**src/rtl/usb_buffer_pkg.sv**
```systemverilog
// Shared types and sizing helpers for the USB endpoint buffer and the RX/TX FSMs.
package usb_buffer_pkg;

  typedef enum logic [1:0] {
    OP_NONE,
    OP_PUSH,
    OP_POP,
    OP_PUSHPOP
  } buf_op_t;

  // Pointer width for a buffer of n entries; never narrower than one bit.
  function automatic int clog2_min1(input int n);
    return (n <= 2) ? 1 : $clog2(n);
  endfunction

endpackage

```
**src/rtl/usb_buffer_wrap_ptr.sv**
```systemverilog
// Buffer address pointer: wraps DEPTH-1 -> 0, synchronous clear and load.
module usb_buffer_wrap_ptr #(
  parameter int DEPTH  = 64,
  parameter int ADDR_W = 6
) (
  input  logic              clk,
  input  logic              n_rst,
  input  logic              clear,
  input  logic              inc,
  input  logic              load,
  input  logic [ADDR_W-1:0] load_val,
  output logic [ADDR_W-1:0] ptr
);

  localparam logic [ADDR_W-1:0] LAST = ADDR_W'(DEPTH - 1);

  always_ff @(posedge clk or negedge n_rst) begin
    if (!n_rst)      ptr <= '0;
    else if (clear)  ptr <= '0;
    else if (load)   ptr <= load_val;
    else if (inc)    ptr <= (ptr == LAST) ? '0 : ptr + 1'b1;
  end

endmodule

```
**src/rtl/usb_buffer_pkt_tracker.sv**
```systemverilog
// Packet-aware pointer/occupancy tracker for the USB endpoint buffer.
// Optional sticky overflow/underflow flags are built only when USB_BUF_ERR_EN is defined.
module usb_buffer_pkt_tracker
  import usb_buffer_pkg::*;
#(
  parameter int DEPTH    = 64,
  parameter int ADDR_W   = clog2_min1(DEPTH),
  parameter int CNT_W    = ADDR_W + 1,
  parameter int AFULL_TH = DEPTH - 8
) (
  input  logic              clk,
  input  logic              n_rst,
  input  logic              flush,
  input  logic              push,
  input  logic              pop,
  input  logic              commit,
  input  logic              rewind,
  output logic [ADDR_W-1:0] wptr,
  output logic [ADDR_W-1:0] rptr,
  output logic [CNT_W-1:0]  count,
  output logic [CNT_W-1:0]  avail,
  output logic              empty,
  output logic              full,
  output logic              almost_full,
  output logic              overflow_err,
  output logic              underflow_err
);

  logic              push_ok, pop_ok;
  buf_op_t           op;
  logic [ADDR_W-1:0] mark, mark_next, wptr_inc;
  logic [CNT_W-1:0]  count_next, count_op, avail_next, avail_pop;

  assign push_ok = push & ~full & ~flush & ~rewind;
  assign pop_ok  = pop & ~empty & ~flush;
  assign wptr_inc = (wptr == ADDR_W'(DEPTH - 1)) ? '0 : wptr + 1'b1;

  usb_buffer_wrap_ptr #(.DEPTH(DEPTH), .ADDR_W(ADDR_W)) u_wptr (
    .clk(clk), .n_rst(n_rst), .clear(flush), .inc(push_ok),
    .load(rewind), .load_val(mark), .ptr(wptr)
  );

  usb_buffer_wrap_ptr #(.DEPTH(DEPTH), .ADDR_W(ADDR_W)) u_rptr (
    .clk(clk), .n_rst(n_rst), .clear(flush), .inc(pop_ok),
    .load(1'b0), .load_val('0), .ptr(rptr)
  );

  always_comb begin
    op = OP_NONE;
    unique case ({push_ok, pop_ok})
      2'b10:   op = OP_PUSH;
      2'b01:   op = OP_POP;
      2'b11:   op = OP_PUSHPOP;
      default: op = OP_NONE;
    endcase

    count_op = count;
    case (op)
      OP_PUSH: count_op = count + 1'b1;
      OP_POP:  count_op = count - 1'b1;
      default: count_op = count;
    endcase
    avail_pop = pop_ok ? avail - 1'b1 : avail;

    // Rewind drops everything past the commit mark, so total falls back to readable.
    count_next = count_op;
    avail_next = avail_pop;
    mark_next  = mark;
    if (flush) begin
      count_next = '0;
      avail_next = '0;
      mark_next  = '0;
    end else if (rewind) begin
      count_next = avail_pop;
    end else if (commit) begin
      avail_next = count_op;
      mark_next  = push_ok ? wptr_inc : wptr;
    end
  end

  always_ff @(posedge clk or negedge n_rst) begin
    if (!n_rst) begin
      mark        <= '0;
      count       <= '0;
      avail       <= '0;
      empty       <= 1'b1;
      full        <= 1'b0;
      almost_full <= 1'b0;
    end else begin
      mark        <= mark_next;
      count       <= count_next;
      avail       <= avail_next;
      empty       <= (avail_next == '0);
      full        <= (count_next == CNT_W'(DEPTH));
      almost_full <= (int'(count_next) >= AFULL_TH);
    end
  end

`ifdef USB_BUF_ERR_EN
  always_ff @(posedge clk or negedge n_rst) begin
    if (!n_rst) begin
      overflow_err  <= 1'b0;
      underflow_err <= 1'b0;
    end else if (flush) begin
      overflow_err  <= 1'b0;
      underflow_err <= 1'b0;
    end else begin
      if (push & full & ~rewind) overflow_err  <= 1'b1;
      if (pop & empty)           underflow_err <= 1'b1;
    end
  end
`else
  assign overflow_err  = 1'b0;
  assign underflow_err = 1'b0;
`endif

  a_occupancy: assert property (@(posedge clk) disable iff (!n_rst)
    (avail <= count) && (count <= CNT_W'(DEPTH)));
  a_ptr_span: assert property (@(posedge clk) disable iff (!n_rst)
    int'(wptr) == ((int'(rptr) + int'(count)) % DEPTH));

endmodule

```
**config.mk**
```make
export PLATFORM = sky130hd
export DESIGN_NAME = usb_buffer_pkt_tracker
export DESIGN_NICKNAME = d
export VERILOG_FILES = /design/src/rtl/usb_buffer_pkg.sv /design/src/rtl/usb_buffer_wrap_ptr.sv /design/src/rtl/usb_buffer_pkt_tracker.sv
export SDC_FILE = /design/constraint.sdc
export NUM_CORES = 1
export LEC_CHECK = 0
export CORE_UTILIZATION = 30
export CTS_BUF_LIST = sky130_fd_sc_hd__clkbuf_4 sky130_fd_sc_hd__clkbuf_8 sky130_fd_sc_hd__clkbuf_16
export DETAILED_ROUTE_END_ITERATION = 6
export PLACE_DENSITY = 0.51
export SLEW_MARGIN = 10
export SYNTH_ARGS = -nofsm -noshare
export SYNTH_HDL_FRONTEND = slang
export SYNTH_HIERARCHICAL = 1
export SYNTH_SLANG_ARGS = --single-unit
```
**constraint.sdc**
```tcl
create_clock -name clk -period 2.7 [get_ports clk]
set_input_delay 0.54 -clock clk [delete_from_list [all_inputs] [get_ports clk]]
set_output_delay 0.54 -clock clk [all_outputs]
set_load 0.01 [all_outputs]
```
# Yosys cells after proc, flatten, opt, wreduce, memory -nomap -nowiden
# Index checks and enable logic that the tools add are counted.
# W data, S select, Z words.
[totals] regBits=35 latchBits=0 ramBits=0 mem_bits_ro=0 inputBits=7 output_inout_bits=31 word_cells=54 memories=0
[op_classes] n_addsub=5 n_mul=0 div_mod_pow=0 order_cmp=1 eq_ne=9 n_shift=0 muxes=18 n_bitwise=9 reduce_logical=4
[op_table] op="$mux W6" n=10
[op_table] op="$mux W7" n=6
[op_table] op="$pmux W7 S2" n=1
[op_table] op="$sub A7 B1 Y7 const B" n=2
[op_table] op="$add A6 B1 Y6 const B" n=2
[op_table] op="$eq A6 B6 Y1 const B" n=2
[op_table] op="$add A7 B1 Y7 const B" n=1
[op_table] op="$eq A7 B7 Y1 const B" n=1
[op_table] op="$ge A7 B6 Y1 const B" n=1
[op_table] op="$logic_not A7 Y1" n=1
[op_table] op="$eq A2 B2 Y1 const B" n=3
[op_table] op="$pmux W2 S3" n=1
[op_table] op="$and A1 B1 Y1" n=5
[op_table] op="$eq A2 B1 Y1 const B" n=2
[op_table] op="$not A1 Y1" n=4
[op_table] op="$reduce_bool A2 Y1" n=2
[op_table] op="$ne A2 B2 Y1 const B" n=1
[op_table] op="$reduce_and A2 Y1" n=1

# Longest topological paths before layout
# Gate-level depths: netlist of run 1.
[depth] depth_word=12 mapped_depth=12 ltp_nobuf=11

# By module
# The synthesis of run 1 kept the hierarchy.
[by_module_without_submodules] module="usb_buffer_pkt_tracker" n_inst=1 cells_per_inst=206 area_each_um2=1820.5 seq_area_each_um2=576.8
[by_module_without_submodules] module="usb_buffer_wrap_ptr" n_inst=2 cells_per_inst=42 area_each_um2=371.6 seq_area_each_um2=150.1

# Least setup slack after synthesis of run 1
# Ideal clock, no wire load.
[synth_timing] path_type="input to register" start="input flush" end="register full" setup_ps=96 t_arrival_ps=2965 required_ps=2604 path_slack_ps=-361 stages=10 path_buffers=1 cell_sequence="or3b_4 > buf_6 > inv_1 > ha_1 > or4b_4 > o41ai_2 > a211oi_1 > or4_4 > nand3b_4 > nor4_2"
[synth_between] elab_chain_len=10 word_cells_on_any_way=15 classes_between="6 x eq/ne; 5 x mux; 4 x bitwise"
[synth_rtl] item="start: declaration" line_no="usb_buffer_pkt_tracker.sv:13" source="input logic flush,"
[synth_rtl] item="$not A1 Y1" line_no="usb_buffer_pkt_tracker.sv:34, usb_buffer_pkt_tracker.sv:35"
[synth_rtl] item="$and A1 B1 Y1 (2 in series)" line_no="usb_buffer_pkt_tracker.sv:34" source="assign push_ok = push & ~full & ~flush & ~rewind;"
[synth_rtl] item="$eq A2 B2 Y1 / $eq A2 B1 Y1 (equally long branches)" line_no="usb_buffer_pkt_tracker.sv:50" source="unique case ({push_ok, pop_ok})"
[synth_rtl] item="$pmux W2 S3" line_no="usb_buffer_pkt_tracker.sv:50"
[synth_rtl] item="$eq A2 B2 Y1 / $eq A2 B1 Y1 (equally long branches)" line_no="usb_buffer_pkt_tracker.sv:58" source="case (op)"
[synth_rtl] item="$pmux W7 S2" line_no="usb_buffer_pkt_tracker.sv:58"
[synth_rtl] item="$mux W7" line_no="usb_buffer_pkt_tracker.sv:73" source="end else if (rewind) begin"
[synth_rtl] item="$mux W7 *" line_no="usb_buffer_pkt_tracker.sv:69" source="if (flush) begin"
[synth_rtl] item="named net count_next[5]" line_no="usb_buffer_pkt_tracker.sv:32" source="logic [CNT_W-1:0] count_next, count_op, avail_next, avail_pop;"
[synth_rtl] item="$eq A7 B7 Y1 *" line_no="usb_buffer_pkt_tracker.sv:94" source="full <= (count_next == CNT_W'(DEPTH));"
[synth_rtl] item="end signal: assignment" line_no="usb_buffer_pkt_tracker.sv:94"
[synth_rtl] item="end: declaration" line_no="usb_buffer_pkt_tracker.sv:23" source="output logic full,"
# The timed path passes the listed nets; every way through them passes the cells marked *.
# A chain may end at the register's enable or synchronous reset.

# Worst setup path after layout of run 1
[layout_timing] start="register empty" end="register full"
[layout_between] elab_chain_len=10 word_cells_on_any_way=14 classes_between="6 x eq/ne; 5 x mux; 3 x bitwise"
[layout_rtl] item="start: declaration" line_no="usb_buffer_pkt_tracker.sv:22" source="output logic empty,"
[layout_rtl] item="start signal: assignment" line_no="usb_buffer_pkt_tracker.sv:93" source="empty <= (avail_next == '0);"
[layout_rtl] item="$not A1 Y1 *" line_no="usb_buffer_pkt_tracker.sv:35" source="assign pop_ok = pop & ~empty & ~flush;"
[layout_rtl] item="$and A1 B1 Y1 * (2 in series)" line_no="usb_buffer_pkt_tracker.sv:35"
[layout_rtl] item="$eq A2 B2 Y1 / $eq A2 B1 Y1 (equally long branches)" line_no="usb_buffer_pkt_tracker.sv:50"
[layout_rtl] item="$pmux W2 S3" line_no="usb_buffer_pkt_tracker.sv:50"
[layout_rtl] item="$eq A2 B2 Y1 / $eq A2 B1 Y1 (equally long branches)" line_no="usb_buffer_pkt_tracker.sv:58"
[layout_rtl] item="$pmux W7 S2" line_no="usb_buffer_pkt_tracker.sv:58"
[layout_rtl] item="$mux W7 *" line_no="usb_buffer_pkt_tracker.sv:73"
[layout_rtl] item="$mux W7 *" line_no="usb_buffer_pkt_tracker.sv:69"
[layout_rtl] item="$eq A7 B7 Y1 *" line_no="usb_buffer_pkt_tracker.sv:94"
# Mark *: on every way between the ends. The rest lies on a longest branch, timed or not.

==> results by group, run 1 <==
Pwr
  • Cell Pwr Density: ~500 nW/um2
  • Peak supply drop: about 0.17 mV
  • Final Power: 1.78 mW
  • Static leakage: approximately 1.5 nW

Timing
  • Slew @ Worst Pin: 0.807 ns
  • Period utilization: 1.02
  • Setup WS post-layout: -0.0482 ns
  • Minimum clock period: between 2 and 3 ns
  • Setup violators final: 4
  • Setup tns final: -0.115 ns
  • Max Slew Vio Count: 0
  • Slew HR: 0.462
  • RSZ-0062 raised after global routing: true
  • Fmax achieved: between 300 and 400 MHz
  • Final Skew: 0.00863 ns
  • Worst hold slack: approximately 0.34 ns
  • Fin. Hold Viols: 0

Clocking
  • Reg clk slew, reported paths: 0.08 ns
  • CTS tree: done
  • Hold bufs inserted after CTS: 0
  • CTS Buf Count: 5
  • H-tree depth: 2
  • CTS Root Cell: clkbuf_8
  • Clock latency on the worst-skew pair: roughly 0.29 ns
  • Clock Path Buffers: 2
  • Clk sink count: 35

Worst setup path
  • Worst R2R Path Depth: 12
  • WP data arrival: just under 3 ns
  • WS Path Type: reg -> reg
  • Reg-to-reg endpoint: full
  • CP startpoint kind: flip-flop
  • R2R Path Start: empty
  • CP max FO: 3
  • Crit end category: flip-flop
  • CP required: about 2.9 ns
  • Worst reg2reg setup slack: -0.05 ns

Place
  • Area post-placement: roughly 3300 um2
  • Placed cells: roughly 470
  • Pre-CTS setup slack: -0.693 ns
  • DP HPWL: approximately 5400 um
  • Port Buffers: 35
  • Final RePlAce weighted congestion: ~0.8

Logic synthesis
  • Syn Inst Count: between 200 and 300
  • Netlist cell types: 63
  • FFs w/ async S/R, synth: 1.00
  • Sequential area share after synthesis: 0.342
  • Compound-Gate Fraction of Synth Area: 0.216
  • Yosys reg bits: 35
  • Synth area leader: dfrtp_1
  • Synth top area share: 0.332
  • Synth Flop Type: dfrtp_1
  • Area contributors post-synth: dfrtp_1 (33%), xor2_1 (4.4%), a211oi_1 (4.1%)
  • EDFF count, synth: 0
  • Ys Warns: 6
  • Xor and xnor area share after synthesis: 0.0752
  • Main combinational cell family by area after synthesis: simple AND/OR/NAND/NOR gates
  • Simple-gate share of the synthesized area: 0.255
  • Avg Cell Area, Syn: 8.84 um2
  • Mapped Area: 2560 um2
  • Adder-Cell Fraction of Synth Area: 0.0293
  • Multiplexer share of the synthesized area: 0.0161

Finish
  • Syn-to-layout area delta: 38.5%
  • Number of diodes: 0
  • Design Area, Final: 3550 um2
  • Most frequent cells in the layout: buf_4 (44), dfrtp_1 (34), clkdlybuf4s50_1 (30), nand2_1 (21), nor2_1 (19)
  • Final cell count without fillers: 479
  • Core Util, Final: 0.430
  • Commonest non-fill, non-tap cell in the layout: buf_4
  • Nets: 386
  • Fillers: between 800 and 900
  • Layout cells sized above 1: 0.246

Floorplanning
  • Die area: 8920 um2
  • Row count: 33
  • Core area: ~8300 um2
  • Top-level I/O count: 38
  • Initial core utilization: 0.310
  • Die width: about 94 um
  • Die height: between 90 and 100 um

Outcome
  • Violated checks: negative setup slack
  • Status: complete, but fails checks

Route
  • Detailed-routing wirelength on met1: between 3000 and 4000 um
  • DRC errors left: 0
  • DR WL met2: 3640 um
  • Via Count: between 2,000 and 3,000
  • Final wirelength: around 7400 um
  • Via density: ~5.2
  • Drt wl/cell: between 15 and 20 um
  • 1st-iter DRT viols: approximately 120
  • Top Metal Used: met4
  • DRT Pass-1 Iters: 4
  • Routed wl met3: 228 um
  • Post-DRT Antenna Nets: 0

GRT
  • Largest net degree at the start of global routing: 36
  • GR Util All Layers: 0.177
  • First-pass GRT wire length: 12,200 um
  • Initial antenna violation count: 0
  • Grt total ovfl: 0
  • Vias in the first global route: between 2,000 and 2,500

Job
  • Max_cap viols: 0

Hold path
  • Worst hold path type: in -> async
-- timing repair --
action	4_1_cts	5_1_grt
pin swaps	6	3
resized for setup	26	8
buffers inserted	3	1
setup endpoints to repair	13	8
-- layer usage --
layer	global-route usage	vias to the layer above
met5	0	-
met4	0.0500	0
met3	0.0242	6
met2	0.295	64
met1	0.236	1218
li1	-	1219
-- how the worst max path moves through the flow --
stage,startpoint,endpoint,slack (ns),depth (start not counted)
floorplan,flush,full,-0.18,10
CTS,empty,full,-0.14,9
detailed placement,rewind,full,-0.69,11
finish,empty,full,-0.05,12
global route,empty,full,-0.14,12
global placement,flush,full,-0.68,11
-- logic make-up after synthesis --
family                   Yosys count
other                              1
multiplexers                       4
AND/OR/NAND/NOR                  110
buffers and inverters             36
AO/OA/AOI/OAI                     76
flip-flops                        35
adder cells (fa/ha/maj)            6
XOR/XNOR                          22
-- synth_stat cells, drive strengths merged (2+ instances only) --
master / count
or4: 4
nor2: 20
o22ai: 4
dfrtp: 34
nor3b: 8
nand3: 8
and2: 3
a221oi: 2
or3: 3
o32ai: 2
a21o: 3
a31oi: 2
xnor2: 9
a311oi: 2
o21ai: 15
a21oi: 10
nor4: 6
mux2i: 3
nor3: 3
nand2b: 4
xor2: 13
o211ai: 2
nor2b: 9
inv: 19
ha: 6
clkbuf: 9
nand4: 10
o2111ai: 2
or3b: 2
a211oi: 14
buf: 8
nand2: 23
o31ai: 4
-- sequential cells by signal, indices dropped and copies added, names as in the netlist --
register / count
almost_full: 1
empty: 1
u_rptr/ptr: 6
avail: 7
u_wptr/ptr: 6
count: 7
full: 1
mark: 6
-- critical path: stages, from the launching register on --
cell and delay [ns]:
dfstp_2 0.39, or3b_4 0.41, buf_6 0.13, inv_2 0.05
nand2_2 0.05, xnor2_1 0.13, ha_2 0.19, a21o_1 0.16
or4_4 0.42, and3_4 0.22, o31ai_4 0.26, nand3b_4 0.12
nor4_4 0.13
-- report_power, final --
group / switching [mW] / total, mW / internal, mW / leakage (nW)
Sequential: 0.0787 / 0.656 / 0.577 / 0.468
Clock: 0.202 / 0.434 / 0.232 / 0.0505
Combinational: 0.341 / 0.692 / 0.351 / 0.937
-- area by class of cell --
cell class | count | area (um2) | area share
multi-input combinational | 232 | 1690 | 0.476
sequential | 35 | 877 | 0.247
timing repair buffer | 80 | 677 | 0.191
tap | 105 | 131 | 0.0370
clock buffer | 7 | 96.3 | 0.0271
inverter | 19 | 71.3 | 0.0201
clock inverter | 1 | 7.51 | 0.00211
Power figures use the tool's default switching activity.
==> inputs of run 2 (changes only) <==
CELL_PAD_IN_SITES_DETAIL_PLACEMENT = 2   (was not set)
CELL_PAD_IN_SITES_GLOBAL_PLACEMENT = 2   (was not set)
GPL_ROUTABILITY_DRIVEN = 0   (was not set)
PLACE_DENSITY = not set   (was 0.51)
PLACE_DENSITY_LB_ADDON = 0.1   (was not set)
==> run 2 against run 1 <==
Compared with the run above: the run still ends with negative setup slack left; first-iteration DRC count decreased by 62%; count of clock-buffer cells in the layout is 2 lower; worst hold slack better by 0.0014 ns; clock skew grew 0.0068 ns.
==> results by group, run 2 (same netlist as run 1, synthesis figures left out) <==
Outcome
  • Status: complete, but fails checks (unchanged)
  • Violated checks: negative setup slack (unchanged)

Clocking
  • Clock Path Buffers: 2 (unchanged)
  • CTS Root Cell: clkbuf_8 (unchanged)
  • Reg clk slew, reported paths: 0.10 ns (was 0.08 ns)
  • Clock latency on the worst-skew pair: 0.31 ns (was 0.29 ns)
  • CTS tree: done (unchanged)
  • Hold bufs inserted after CTS: 0 (unchanged)
  • H-tree depth: 2 (unchanged)
  • CTS Buf Count: 5 (unchanged)
  • Clk sink count: 35 (unchanged)

Hold path
  • Worst hold path type: in -> async (unchanged)

Route
  • Via Count: 2,655 (was 2,507)
  • Drt wl/cell: 21.3 um (was 15.5 um)
  • Post-DRT Antenna Nets: 0 (unchanged)
  • 1st-iter DRT viols: 45 (was 118)
  • DRC errors left: 0 (unchanged)
  • Via density: 5.47 (was 5.23)
  • Final wirelength: 10,300 um (was 7420 um)
  • DRT Pass-1 Iters: 4 (unchanged)

Timing
  • Max Slew Vio Count: 0 (unchanged)
  • Final Skew: 0.0155 ns (was 0.00863 ns)
  • Minimum clock period: 2.88 ns (was 2.75 ns)
  • Fin. Hold Viols: 0 (unchanged)
  • Fmax achieved: 347 MHz (was 364 MHz)
  • Setup WS post-layout: -0.180 ns (was -0.0482 ns)
  • Slew HR: 0.405 (was 0.462)
  • RSZ-0062 raised after global routing: true (unchanged)
  • Setup tns final: -0.661 ns (was -0.115 ns)
  • Period utilization: 1.07 (was 1.02)
  • Setup violators final: 5 (was 4)
  • Slew @ Worst Pin: 0.893 ns (was 0.807 ns)

Finish
  • Commonest non-fill, non-tap cell in the layout: buf_4 (unchanged)
  • Regs by FF count: avail (7), count (7) (unchanged)
  • Most frequent cells in the layout: buf_4 (49), dfrtp_1 (34), clkdlybuf4s50_1 (30), nand2_1 (21), nor2_1 (18) (was buf_4 (44), dfrtp_1 (34), clkdlybuf4s50_1 (30), nand2_1 (21), nor2_1 (19))
  • Core Util, Final: 0.449 (was 0.430)
  • Number of diodes: 0 (unchanged)
  • Syn-to-layout area delta: 44.7% (was 38.5%)
  • Nets: 392 (was 386)
  • Layout cells sized above 1: 0.282 (was 0.246)

Worst setup path
  • CP startpoint kind: flip-flop (unchanged)
  • CP required: 2.91 ns (was 2.90 ns)
  • Slowest stage cell, crit path: or4_4 (unchanged)
  • CP max FO: 4 (was 3)
  • WS Path Type: reg -> reg (unchanged)
  • Crit end category: flip-flop (unchanged)
  • Crit-path cells: or3b_4 > inv_2 > nand2_2 > xnor2_2 > ha_4 > a21o_1 > or4_4 > and3_4 > buf_12 > o31ai_4 > nand3b_4 > nor4_4 (was or3b_4 > buf_6 > inv_2 > nand2_2 > xnor2_1 > ha_2 > a21o_1 > or4_4 > and3_4 > o31ai_4 > nand3b_4 > nor4_4)
  • WP data arrival: 3.09 ns (was 2.95 ns)
  • Crit-path max cell delay: 0.43 ns (was 0.42 ns)

Pwr
  • Psw: 738 uW (was 621 uW)
  • Static leakage: 1.51 nW (was 1.46 nW)
  • Cell Pwr Density: 532 nW/um2 (was 502 nW/um2)
  • Peak supply drop: 0.306 mV (was 0.167 mV)
  • Clock power share: 0.263 (was 0.244)
  • Comb power frac: 0.400 (was 0.388)
  • Sequential Power Share: 0.337 (was 0.368)
  • Int Pwr: 1.23 mW (was 1.16 mW)
  • Sw Share: 0.374 (was 0.349)

GRT
  • First-pass GRT wire length: 15,600 um (was 12,200 um)
  • Vias in the first global route: 2,839 (was 2,375)
  • GR Util All Layers: 0.234 (was 0.177)
  • Grt total ovfl: 0 (unchanged)
  • Initial antenna violation count: 0 (unchanged)
  • Largest net degree at the start of global routing: 36 (unchanged)

Place
  • Port Buffers: 35 (unchanged)
  • DP HPWL: 6770 um (was 5430 um)

Floorplanning
  • Die area: 8920 um2 (unchanged)
  • Initial core utilization: 0.310 (unchanged)
  • Row count: 33 (unchanged)
  • Core area: 8260 um2 (unchanged)
  • Die height: 94.4 um (unchanged)
  • Top-level I/O count: 38 (unchanged)
  • Die width: 94.4 um (unchanged)

Job
  • Max_cap viols: 0 (unchanged)
## run 2: metal layers
layer,track usage,routed length (um),up-vias
met3,0.0427,350,12
met1,0.285,4450,1346
met2,0.416,5330,62
met5,0,0,-
li1,-,-,1235
met4,0.0705,187,0
## run 2: cell type report
cell class	count	area, um2
clock buffer	5	68.8
sequential	35	877
tap	105	131
clock inverter	3	43.8
fill	895	4550
timing repair buffer	86	741
multi-input combinational	232	1780
inverter	19	71.3
## run 2: worst paths after layout
check / cells past startpoint / from / endpoint / slack (ns)
min reg2reg: 2 / mark[0] / mark[0] / 0.50
min in group clk: 2 / mark[0] / mark[0] / 0.50
min: 1 / n_rst / mark[5] / 0.34
max: 12 / empty / full / -0.18
max in group asynchronous: 1 / n_rst / avail[5] / 1.78
max reg2reg: 12 / empty / full / -0.18
## run 2: timing repair
| action | 4_1_cts | 5_1_grt |
|---|---|---|
| gates cloned | 0 | 0 |
| pin swaps | 6 | 9 |
| setup buffers | 6 | 3 |
| gates resized for setup | 26 | 23 |
| endpoints found under the setup margin | 13 | 9 |
## run 2: critical path, delay by kind of cell, from the launching register on
family / cells / cell delay (ns)
simple gates: 6 / 1.39
compound gates: 2 / 0.44
flops: 1 / 0.39
buf+inv: 2 / 0.23
fa+ha+maj: 1 / 0.19
xor+xnor: 1 / 0.15
## run 2: power by group through the flow
stage                     clock [mW]  combinational (mW)  sequential [mW]
after floorplan                    0               0.346            0.663
after global placement             0               0.657            0.663
after detailed placement           0               0.675            0.663
after CTS                      0.518               0.721            0.656
after global routing           0.548               0.845            0.671
final                          0.519               0.790            0.664
## run 2: per-stage QoR
stage	cell area [um2]	cells	hold slack (ns)	worst slack (ns)	power [mW]
3_3_place_gp	3340	469	0.462	-0.712	1.32
3_5_place_dp	3340	469	0.478	-0.802	1.34
2_1_floorplan	2650	303	0.244	-0.180	1.01
4_1_cts	3560	483	0.386	-0.146	1.90
5_1_grt	3710	485	0.401	-0.252	2.06
6_report	3710	485	0.340	-0.180	1.97
==> inputs of run 3 (changes only) <==
PLACE_DENSITY = 0.81   (was not set)
PLACE_DENSITY_LB_ADDON = not set   (was 0.1)
==> run 3 against run 2 <==
Compared with the run above: the flow still finishes with violations (negative setup slack); final cell count fell by 0.21%; count of clock-buffer cells in the layout is 1 higher; setup slack lost 0.0061 ns; clock power fell by 19%; core utilization down 1.2 points; maximum frequency is 0.21% lower; critical path type unchanged; critical endpoint unchanged; largest power group unchanged.
==> results by group, run 3 (same netlist as run 1, synthesis figures left out) <==
Route
  • Drt wl/cell: 21.6 um (was 21.3 um)
  • DRT Pass-1 Iters: 4 (unchanged)
  • DRC errors left: 0 (unchanged)
  • Final wirelength: 10,400 um (was 10,300 um)
  • Via density: 5.48 (was 5.47)
  • Post-DRT Antenna Nets: 0 (unchanged)
  • 1st-iter DRT viols: 102 (was 45)
  • Via Count: 2,653 (was 2,655)

Finish
  • Regs by FF count: avail (7), count (7) (unchanged)
  • Final cell count without fillers: 484 (was 485)
  • Design Area, Final: 3610 um2 (was 3710 um2)
  • Layout cells sized above 1: 0.264 (was 0.282)
  • Syn-to-layout area delta: 41.0% (was 44.7%)
  • Nets: 391 (was 392)
  • Most frequent cells in the layout: buf_4 (49), dfrtp_1 (34), clkdlybuf4s50_1 (30), nand2_1 (21), nor2_1 (19) (was buf_4 (49), dfrtp_1 (34), clkdlybuf4s50_1 (30), nand2_1 (21), nor2_1 (18))
  • Commonest non-fill, non-tap cell in the layout: buf_4 (unchanged)
  • Number of diodes: 0 (unchanged)

Floorplanning
  • Initial core utilization: 0.310 (unchanged)
  • Top-level I/O count: 38 (unchanged)
  • Die area: 8920 um2 (unchanged)
  • Core area: 8260 um2 (unchanged)
  • Row count: 33 (unchanged)
  • Die height: 94.4 um (unchanged)
  • Die width: 94.4 um (unchanged)

Outcome
  • Status: complete, but fails checks (unchanged)
  • Violated checks: negative setup slack (unchanged)

GRT
  • Initial antenna violation count: 0 (unchanged)
  • Largest net degree at the start of global routing: 36 (unchanged)
  • Grt total ovfl: 0 (unchanged)
  • Vias in the first global route: 2,929 (was 2,839)
  • GR Util All Layers: 0.245 (was 0.234)
  • First-pass GRT wire length: 16,200 um (was 15,600 um)

Clocking
  • Reg clk slew, reported paths: 0.08 ns (was 0.10 ns)
  • Clock latency on the worst-skew pair: 0.31 ns (about the same)
  • CTS tree: done (unchanged)
  • Clock Path Buffers: 2 (unchanged)
  • Clk sink count: 35 (unchanged)
  • CTS Buf Count: 5 (unchanged)
  • CTS Root Cell: clkbuf_8 (unchanged)
  • H-tree depth: 2 (unchanged)

Worst setup path
  • Crit path max-delay family: simple AND/OR/NAND/NOR gates (unchanged)
  • WP data arrival: 3.12 ns (was 3.09 ns)
  • Slowest stage cell, crit path: or4b_4 (was or4_4)
  • CP startpoint kind: flip-flop (unchanged)
  • CP bufs+invs: 2 (unchanged)
  • WS Path Type: reg -> reg (unchanged)
  • Crit-path cells: or3b_4 > inv_2 > ha_4 > or4b_4 > buf_6 > o41ai_4 > a211oi_2 > or4_4 > nand3b_4 > nor4_2 (was or3b_4 > inv_2 > nand2_2 > xnor2_2 > ha_4 > a21o_1 > or4_4 > and3_4 > buf_12 > o31ai_4 > nand3b_4 > nor4_4)
  • CP max FO: 3 (was 4)
  • Crit-path max cell delay: 0.55 ns (was 0.43 ns)
  • Crit end category: flip-flop (unchanged)
  • CP required: 2.93 ns (was 2.91 ns)

Timing
  • Minimum clock period: 2.89 ns (was 2.88 ns)
  • Fin. Hold Viols: 0 (unchanged)
  • Slew @ Worst Pin: 0.852 ns (was 0.893 ns)
  • Slew HR: 0.432 (was 0.405)
  • Final Skew: 0.00795 ns (was 0.0155 ns)
  • Setup violators final: 4 (was 5)
  • Fmax achieved: 346 MHz (was 347 MHz)
  • Period utilization: 1.07 (about the same)
  • Setup WS post-layout: -0.187 ns (was -0.180 ns)
  • Max Slew Vio Count: 0 (unchanged)
  • Setup tns final: -0.452 ns (was -0.661 ns)
  • RSZ-0062 raised after global routing: true (unchanged)

Job
  • Max_cap viols: 0 (unchanged)

Pwr
  • Cell Pwr Density: 510 nW/um2 (was 532 nW/um2)
  • Static leakage: 1.48 nW (was 1.51 nW)
  • Final Power: 1.84 mW (was 1.97 mW)
  • Peak supply drop: 0.222 mV (was 0.306 mV)

Place
  • Pre-CTS setup slack: -0.867 ns (was -0.802 ns)
  • Area post-placement: 3340 um2 (unchanged)
  • DP HPWL: 7100 um (was 6770 um)
  • Placed cells: 469 (unchanged)
  • Port Buffers: 35 (unchanged)

Hold path
  • Worst hold path type: in -> async (unchanged)
[run 3: cell type report]
class	count	area (um2)
fill	902	4640
multi-input combinational	232	1730
sequential	35	877
timing repair buffer	85	714
tap	105	131
clock buffer	6	76.3
inverter	19	71.3
clock inverter	2	12.5
[run 3: per-stage QoR]
step                      utilization  hold slack (ns)
after detailed placement        0.405            0.482
after floorplan                     -            0.244
after CTS                       0.434            0.379
after global placement          0.405            0.473
final                           0.438            0.328
after global routing            0.438            0.381
[run 3: layer usage]
metal / wire length, um / up-vias / track usage
met2: 5560 / 36 / 0.446
li1: - / 1228 / -
met3: 196 / 15 / 0.0322
met1: 4430 / 1374 / 0.288
met4: 252 / 0 / 0.101
met5: 0 / - / 0
[run 3: worst reg2reg max path, stage by stage (launching register included)]
cell and delay [ns]:
dfstp_2 0.39, or3b_4 0.40, inv_2 0.08, ha_4 0.19, or4b_4 0.55, buf_6 0.14
o41ai_4 0.23, a211oi_2 0.08, or4_4 0.44, nand3b_4 0.17, nor4_2 0.12
[run 3: repair_timing]
item,in CTS,in global routing
hold buffers,0,0
setup buffers,5,2
cloned,0,0
gates resized for setup,35,7
pin swaps,10,8
setup endpoints to repair,13,8
[run 3: where the power goes]
| part | switching, mW | internal [mW] |
|---|---|---|
| Clock | 0.230 | 0.191 |
| Sequential | 0.0820 | 0.577 |
| Combinational | 0.395 | 0.370 |
| Total | 0.707 | 1.14 |
[run 3: final timing paths]
kind,startpoint,end,slack (ns),depth (start not counted)
worst min register to register,mark[0],mark[0],0.53,2
worst max register to register,empty,full,-0.19,10
min in group clk,mark[0],mark[0],0.53,2
worst max-delay path,empty,full,-0.19,10
max in group asynchronous,n_rst,u_rptr/ptr[5],1.83,1
worst min-delay path,n_rst,avail[0],0.33,1
